===== config.mk =====
export PLATFORM = sky130hd
export DESIGN_NAME = switch_port_rx
export DESIGN_NICKNAME = d
export VERILOG_FILES = /design/src/rtl/switch_port_rx.sv
export SDC_FILE = /design/constraint.sdc
export NUM_CORES = 1
export LEC_CHECK = 0
export ABC_AREA = 0
export CAP_MARGIN = 10
export CORE_ASPECT_RATIO = 0.8
export CORE_MARGIN = 3
export CORE_UTILIZATION = 51
export CTS_BUF_LIST = sky130_fd_sc_hd__clkbuf_16
export DETAILED_ROUTE_END_ITERATION = 8
export GPL_TIMING_DRIVEN = 0
export PLACE_DENSITY = 0.82
export RECOVER_POWER = 25
export SYNTH_ARGS = -nofsm -noshare
export SYNTH_HDL_FRONTEND = slang
export SYNTH_SLANG_ARGS = --single-unit

===== constraint.sdc =====
create_clock -name clk -period 3.96 [get_ports clk]
set_input_delay 0.396 -clock clk [delete_from_list [all_inputs] [get_ports clk]]
set_output_delay 0.396 -clock clk [all_outputs]
set_load 0.02 [all_outputs]

===== src/rtl/switch_port_rx.sv =====
// Ingress stage for one switch port: header check, skid + tagged byte FIFO, registered crossbar output.
// Define SWITCH_RX_STATS_EN to build the drop/truncate counters; otherwise both outputs read 0.
// state   | meaning
// IDLE    | waiting for a header byte
// ACCEPT  | storing a legal packet through the skid register
// DISCARD | ignoring bytes until the gap between packets
module switch_port_rx #(
    parameter int PORT_ID = 0,
    parameter int DEPTH   = 64,
    parameter int MAX_PKT = 16,
    parameter int CNT_W   = 16
) (
    input  logic             clk,
    input  logic             reset,
    input  logic             valid_ip,
    input  logic [7:0]       data_ip,
    output logic             suspend_ip,
    output logic             op_valid,
    input  logic             op_ready,
    output logic [7:0]       op_data,
    output logic             op_sop,
    output logic             op_eop,
    output logic [CNT_W-1:0] drop_cnt,
    output logic [CNT_W-1:0] trunc_cnt
);
    localparam int AW = $clog2(DEPTH);
    localparam int LW = $clog2(MAX_PKT + 1);
    localparam logic [3:0] SRC_ID = 4'(1 << PORT_ID);
    localparam logic [AW:0] SUSP_LVL = (AW+1)'(DEPTH - MAX_PKT - 2);

    typedef enum logic [1:0] {IDLE, ACCEPT, DISCARD} state_t;

    state_t        r_state, w_state_nxt;
    logic [7:0]    r_skid_data;
    logic          r_skid_sop;
    logic [LW-1:0] r_len;
    logic          r_rst_d;
    logic [9:0]    r_mem [DEPTH];
    logic [AW:0]   r_wr_ptr, r_rd_ptr;
    logic          r_op_valid, r_op_sop, r_op_eop, r_suspend;
    logic [7:0]    r_op_data;
    logic [AW:0]   w_count;
    logic          w_full, w_empty, w_wr_req, w_wr_eop, w_wr_en, w_rd_en, w_load_skid, w_hdr_ok;

    assign w_hdr_ok = (data_ip[7:4] == SRC_ID) &&
                      ((data_ip[3:0] == 4'hf) ||
                       ((data_ip[3:0] != 4'h0) && ((data_ip[7:4] & data_ip[3:0]) == 4'h0)));

    assign w_count = r_wr_ptr - r_rd_ptr;
    assign w_full  = (w_count == (AW+1)'(DEPTH));
    assign w_empty = (r_wr_ptr == r_rd_ptr);
    assign w_wr_en = w_wr_req && !w_full;
    assign w_rd_en = !w_empty && (!r_op_valid || op_ready);

    always_ff @(posedge clk) begin
        if (reset) begin
            r_state <= IDLE;
            r_rst_d <= 1'b1;
        end else begin
            r_state <= w_state_nxt;
            r_rst_d <= 1'b0;
        end
    end

    // A byte seen in IDLE right after reset is the tail of a cut packet, not a header.
    always_comb begin
        w_state_nxt = r_state;
        w_wr_req    = 1'b0;
        w_wr_eop    = 1'b0;
        w_load_skid = 1'b0;
        case (r_state)
            IDLE: begin
                if (valid_ip) begin
                    if (r_rst_d) begin
                        w_state_nxt = DISCARD;
                    end else if (w_hdr_ok) begin
                        w_load_skid = 1'b1;
                        w_state_nxt = ACCEPT;
                    end else begin
                        w_state_nxt = DISCARD;
                    end
                end
            end
            ACCEPT: begin
                w_wr_req = 1'b1;
                if (!valid_ip) begin
                    w_wr_eop    = 1'b1;
                    w_state_nxt = IDLE;
                end else if (r_len == LW'(MAX_PKT)) begin
                    w_wr_eop    = 1'b1;
                    w_state_nxt = DISCARD;
                end else begin
                    w_load_skid = 1'b1;
                end
            end
            DISCARD: begin
                if (!valid_ip) w_state_nxt = IDLE;
            end
            default: w_state_nxt = IDLE;
        endcase
    end

    always_ff @(posedge clk) begin
        if (reset) begin
            r_skid_data <= 8'h00;
            r_skid_sop  <= 1'b0;
            r_len       <= '0;
        end else if (w_load_skid) begin
            r_skid_data <= data_ip;
            r_skid_sop  <= (r_state == IDLE);
            r_len       <= (r_state == IDLE) ? LW'(1) : r_len + LW'(1);
        end
    end

    always_ff @(posedge clk) begin
        if (w_wr_en) r_mem[r_wr_ptr[AW-1:0]] <= {r_skid_sop, w_wr_eop, r_skid_data};
    end

    always_ff @(posedge clk) begin
        if (reset) begin
            r_wr_ptr   <= '0;
            r_rd_ptr   <= '0;
            r_suspend  <= 1'b0;
            r_op_valid <= 1'b0;
            r_op_sop   <= 1'b0;
            r_op_eop   <= 1'b0;
            r_op_data  <= 8'h00;
        end else begin
            if (w_wr_en) r_wr_ptr <= r_wr_ptr + 1'b1;
            if (w_rd_en) r_rd_ptr <= r_rd_ptr + 1'b1;
            r_suspend <= (w_count >= SUSP_LVL);
            if (w_rd_en) begin
                {r_op_sop, r_op_eop, r_op_data} <= r_mem[r_rd_ptr[AW-1:0]];
                r_op_valid <= 1'b1;
            end else if (op_ready) begin
                r_op_valid <= 1'b0;
            end
        end
    end

    assign suspend_ip = r_suspend;
    assign op_valid   = r_op_valid;
    assign op_data    = r_op_data;
    assign op_sop     = r_op_sop;
    assign op_eop     = r_op_eop;

`ifdef SWITCH_RX_STATS_EN
    logic [CNT_W-1:0] r_drop_cnt, r_trunc_cnt;
    logic             w_drop_inc, w_trunc_inc;

    assign w_drop_inc  = (r_state == IDLE) && valid_ip && !r_rst_d && !w_hdr_ok;
    assign w_trunc_inc = (r_state == ACCEPT) && valid_ip && (r_len == LW'(MAX_PKT));

    always_ff @(posedge clk) begin
        if (reset) begin
            r_drop_cnt  <= '0;
            r_trunc_cnt <= '0;
        end else begin
            if (w_drop_inc && (r_drop_cnt != '1)) r_drop_cnt <= r_drop_cnt + 1'b1;
            if (w_trunc_inc && (r_trunc_cnt != '1)) r_trunc_cnt <= r_trunc_cnt + 1'b1;
        end
    end

    assign drop_cnt  = r_drop_cnt;
    assign trunc_cnt = r_trunc_cnt;
`else
    assign drop_cnt  = '0;
    assign trunc_cnt = '0;
`endif
endmodule

Word level (Yosys, flattened, before mapping)

Memories as Yosys holds them, arrays and structs flattened. A register that Yosys moved wholly into a read port is not among the register bits.
Index checks and enable logic that the tools add are counted.
Widths: inputs -> output; s select.

Flip-flop bits (word level): 33
Output and inout bits: 44
Bits in writable memories: 640
Word-level logic and storage cells: 63
Memories kept: 1

Bitwise gates (word level): 1
Reduce and logical (&&, ||, !) cells: 14
Order comparisons: 1
Multiplexer cells: 23
Add/subtract/negate cells: 4
Eq/ne operators: 10

Memory list:

| name  | words | width | rd ports | clocked after Yosys merged registers in | wr ports | RTL line | text |
|---|---|---|---|---|---|---|---|
| r_mem | 64    | 10    | 1        | 1                                       | 1        | 38       | `logic [9:0] r_mem [DEPTH];` |

Operator list:

| kind                | number |
|---|---|
| $add 7x1->7 const B | 2 |
| $mux 1              | 14 |
| $mux 2              | 6 |
| $eq 7x7->1          | 1 |
| $eq 7x7->1 const B  | 1 |
| $ge 7x6->1 const B  | 1 |
| $sub 7x7->7         | 1 |
| $pmux 2 s3          | 1 |
| $add 5x1->5 const B | 1 |
| $eq 5x5->1 const B  | 1 |
| $mux 5              | 1 |
| $and 4x4->4         | 1 |
| $eq 4x1->1 const B  | 1 |
| $eq 4x4->1 const B  | 1 |
| $logic_and 1x1->1   | 4 |
| $logic_not 4->1     | 1 |
| $ne 2x2->1 const B  | 2 |
| $reduce_bool 4->1   | 1 |
| $logic_not 1->1     | 3 |
| $ne 3x3->1 const B  | 1 |
| $reduce_and 3->1    | 1 |
| $eq 2x1->1 const B  | 1 |
| $eq 2x2->1 const B  | 1 |
| $logic_not 2->1     | 1 |
| other kinds (3)     | 4 |

Logic depth before layout (Yosys ltp)

Word-level depth: 9
Depth in mapped cells: 11
Depth with buffers taken out: 10

Worst setup path before layout

Ideal clock, no wire load.

Path type: reg-to-reg
From: register r_rd_ptr[1]
To: memory r_mem[61][0], enable pin
Library setup time: 404 ps
Setup slack: 76 ps
Period minus slack after synthesis: 3884 ps
Buffers on the path: 3
Stages on the path, launching flop included: 12
Arrival time: 3480 ps
Data required time: 3556 ps
Cells stage by stage: dfxtp_1 > buf_2 > buf_4 > clkinv_1 > fa_1 > a211oi_1 > nor3_1 > mux2i_1 > a21o_1 > buf_4 > nor2_4 > nor4_1

Cells in the longest elaborated chain, start to end: 6

RTL lines:

| element                      | RTL line | text |
|---|---|---|
| start: declaration           | 39       | `logic [AW:0] r_wr_ptr, r_rd_ptr;` |
| start signal: assignment     | 130      | `if (w_rd_en) r_rd_ptr <= r_rd_ptr + 1'b1;` |
| $sub 7x7->7                  | 49       | `assign w_count = r_wr_ptr - r_rd_ptr;` |
| $eq 7x7->1                   | 50       | `assign w_full = (w_count == (AW+1)'(DEPTH));` |
| $logic_not 1->1              | 52       | `assign w_wr_en = w_wr_req && !w_full;` |
| $logic_and 1x1->1            | 52       |  |
| $mux 1                       | 116      | `if (w_wr_en) r_mem[r_wr_ptr[AW-1:0]] <= {r_skid_sop, w_wr_eop, r_skid_data};` |
| $mux 1 (implied by the code) | 116      |  |
| end: declaration             | 38       |  |

No other way between the ends.

Worst setup path after layout

From: register r_rd_ptr[1]
To: memory r_mem[14][2], enable pin

Same word-level chain as after synthesis.

==> flow_summary.ini <==
[status]
outcome = finished with violations
violations = max-capacitance violations, max-slew violations, negative setup slack

[place]
placed_cell_area_um2 = 29000
detailed_place_hpwl_mm = 45.4
place_congestion = 0.950
portBuffers = 23
numPlacedInstances = 2312

[timing]
finalSetupViolations = 100
period_minus_slack_ns = 4.01
max_slew_margin_pct = -81.5
finClkSkew_ns = 0.0372
worstMarginPinSlew_ns = 2.72
postLayoutSetupSlackWorst_ns = -0.0504
drv_slew = 212
grt_setup_unrepaired = true
final-hold-violation-count = 0
period_share_pct = 101
fmax_mhz = 249

[global_route]
grt_overflow = 0
antenna_found_initial = 1
grt_pass1_wl_mm = 102
grtUsageTotal_pct = 24.7
grt_pass1_vias = 15420
grt_max_degree = 63

[clock_network]
cts_buffers = 58
cts_sinks = 683
tritoncts = built
cts_buffer_depth = 3
insertion_delay_ns = 0.62
clk_pin_slew_worst_paths_ns = 0.07
h-tree-depth = 2
root_buffer = clkbuf_16

[yosys]
netlist_area_um2 = 27500
synth_seq_cells = 683
synthArstFlopShare_pct = 0
yosys.area.top_type = edfxtp_1
yosysSeqAreaShare_pct = 73.1
yosys-top-cells-area = edfxtp_1 70%, mux4_2 7.3%, mux2i_1 5.6%
synth_top_flop_cell = edfxtp_1
syn_area_per_cell_um2 = 17.8
netlist.area_leader.share_pct = 69.9
synthCells = 1546
ys_warn_count = 0
ys_types = 70
synth_edf_count = 640

[cells_and_area]
seq_area_um2 = 20100
area_delta_synth_final_pct = 14.8
fin_util_pct = 59.7
final_cell_mix = 640 x edfxtp_1, 155 x mux2i_1, 89 x mux4_2
drive_gt1_share_pct = 22.3
multi_input_area_um2 = 7230
fin_cells = 2441
fill_cells = 3633
diodes = 0
fin_area_um2 = 31500
layout_commonest_cell = edfxtp_1
num-nets-final = 1724

[detailed_routing]
ant_nets = 0
highest_layer = met5
vias_per_cell = 6.53
vias = 15940
dr.pass1.iters = 7
wl_met2_mm = 32.3
finalWirelength_mm = 71.3
routed-wl-met3_mm = 10.2
wire_per_inst_um = 29.2
met1_length_mm = 26.6
drcViolationCount = 0
dr.first_iter.drc_count = 2510

[setup_path]
criticalPathCategory = flop to flop
r2r.worst_path.cells = 10
startpoint_type = flop
worstPathRequired_ns = 4.22
cp_max_fo = 10
timing.rr.start = r_rd_ptr[1]
arrival_ns = 4.27
r2r_slack_ns = -0.05
cp-end-kind = flop
r2r_end = r_mem[14][2]

[die]
io_pins = 56
coreArea_um2 = 52800
rows = 75
initial_core_util_pct = 52.0
die_x_um = 266
die_area_um2 = 56700
die_h_um = 214

[worst_hold_path]
hold_depth = 3
whs_endpoint = r_skid_data[6]
hp-class = input port to flop
min_from = data_ip[6]

[pwr]
switching_share_pct = 24.5
pwr-share-comb_pct = 12.4
intPower_w = 0.0116
p_seq_share_pct = 51.0
p_clk_share_pct = 36.6
peakVddDrop_mv = 0.450
p_leak_nw = 9.58
power_density_nw_per_um2 = 489
p_switching_w = 0.00379

[run]
maxCapViolCount = 4
per-layer routing:
metal  up-vias  track usage, %
li1       6456               -
met1      7992            34.8
met2      1279            37.6
met3       211            7.78
met4         2            7.05
met5         -               0
layout make-up:
| class | count | share of cell area (%) |
|---|---|---|
| Sequential cell | 683 | 63.7 |
| Multi-Input combinational cell | 764 | 22.9 |
| Clock buffer | 59 | 4.68 |
| Tap cell | 693 | 2.75 |
| Buffer | 112 | 2.22 |
| Timing Repair Buffer | 64 | 2.21 |
| Clock inverter | 48 | 1.29 |
| Inverter | 18 | 0.230 |
kinds of logic (layout without fill, tap and decap cells):
kind of cell / count (synthesis) / after routing / share of synthesized area (%)
buffers and inverters: 130 / 301 / 2.73
other: 1 / 32 / 0.0136
AOI/OAI and AO/OA: 189 / 189 / 5.31
muxes: 254 / 254 / 13.4
adders and majority gates: 11 / 11 / 0.528
xor gates and xnor gates: 9 / 9 / 0.314
DFF: 683 / 683 / 73.1
and+or+nand+nor: 269 / 269 / 4.67
flip-flops by register name, summed over array words and instances (netlist names):
signal,flops
r_mem,640
op_data,8
r_skid_data,8
r_rd_ptr,7
r_wr_ptr,7
r_len,5
r_state,2
op_eop,1
op_sop,1
op_valid,1
r_rst_d,1
r_skid_sop,1
suspend_ip,1
synthesized netlist by cell type (3+ instances only):
| library cell | instances |
|---|---|
| mux4_2 | 89 |
| nand3_1 | 44 |
| o32ai_1 | 3 |
| or3b_2 | 3 |
| mux2_2 | 9 |
| dfxtp_1 | 43 |
| edfxtp_1 | 640 |
| nand2_1 | 43 |
| inv_1 | 15 |
| nand4_1 | 8 |
| o221ai_1 | 6 |
| buf_6 | 6 |
| nor2_1 | 105 |
| a31oi_1 | 4 |
| o21ai_0 | 16 |
| clkbuf_1 | 28 |
| nor4_1 | 9 |
| mux2i_1 | 155 |
| nor3_1 | 9 |
| o211ai_1 | 5 |
| o22ai_1 | 9 |
| or3_1 | 3 |
| nand2b_1 | 5 |
| and2_1 | 6 |
| nor2b_1 | 11 |
| nand3b_1 | 4 |
| a211oi_1 | 14 |
| o211ai_4 | 6 |
| xnor2_1 | 6 |
| ha_1 | 10 |
| and3_1 | 7 |
| buf_2 | 21 |
| a221oi_1 | 8 |
| a22oi_1 | 58 |
| a21oi_1 | 27 |
| or3b_1 | 3 |
| a22o_1 | 7 |
| buf_1 | 6 |
| a41oi_1 | 5 |
| buf_4 | 51 |
critical path: stages, from the launching register on:
cell and delay (ns):
dfxtp_1 0.41, buf_6 0.21, buf_8 0.20, clkinv_4 0.16
fa_1 0.46, xor2_1 0.18, or3b_1 0.41, or3_1 0.39
buf_4 0.22, o211ai_4 0.67, nor2_2 0.31
power by group through the flow:
stage               registers, W  logic [W]  clock network (W)
floorplan                0.00804    0.00128                  0
global placement         0.00802    0.00181                  0
detailed placement       0.00802    0.00185                  0
CTS                      0.00786    0.00187            0.00566
global route             0.00786    0.00199            0.00591
finish                   0.00787    0.00191            0.00564
through the flow:
stage               hold WS [ns]  total power [W]  worst slack (ns)  setup TNS [ns]
finish                     0.441           0.0154           -0.0504           -2.20
CTS                        0.427           0.0154            0.0508               0
detailed placement         0.493          0.00987            -0.823         -386.26
global placement           0.465          0.00983             -1.95         -468.76
floorplan                  0.424          0.00932            0.0759               0
global route               0.454           0.0158            -0.131          -10.33
worst max-delay path by stage:
stage                     start  cells after the start  slack (ns)      endpoint
CTS                 r_rd_ptr[1]                     11        0.05  r_mem[43][2]
floorplan           r_rd_ptr[1]                     11        0.08  r_mem[61][0]
global placement    r_rd_ptr[1]                     11       -1.95  r_mem[45][0]
global route        r_rd_ptr[4]                     10       -0.13  r_mem[52][0]
finish              r_rd_ptr[1]                     10       -0.05  r_mem[14][2]
detailed placement  r_rd_ptr[1]                     10       -0.82  r_mem[23][0]
repair_timing:
| item | in CTS | in global routing |
|---|---|---|
| pin swaps | 3 | 10 |
| resized for setup | 98 | 15 |
| hold buffers | 0 | 0 |
| setup endpoints to repair | 640 | 404 |
| setup buffers | 5 | 17 |
(Power assumes the default switching activity.)
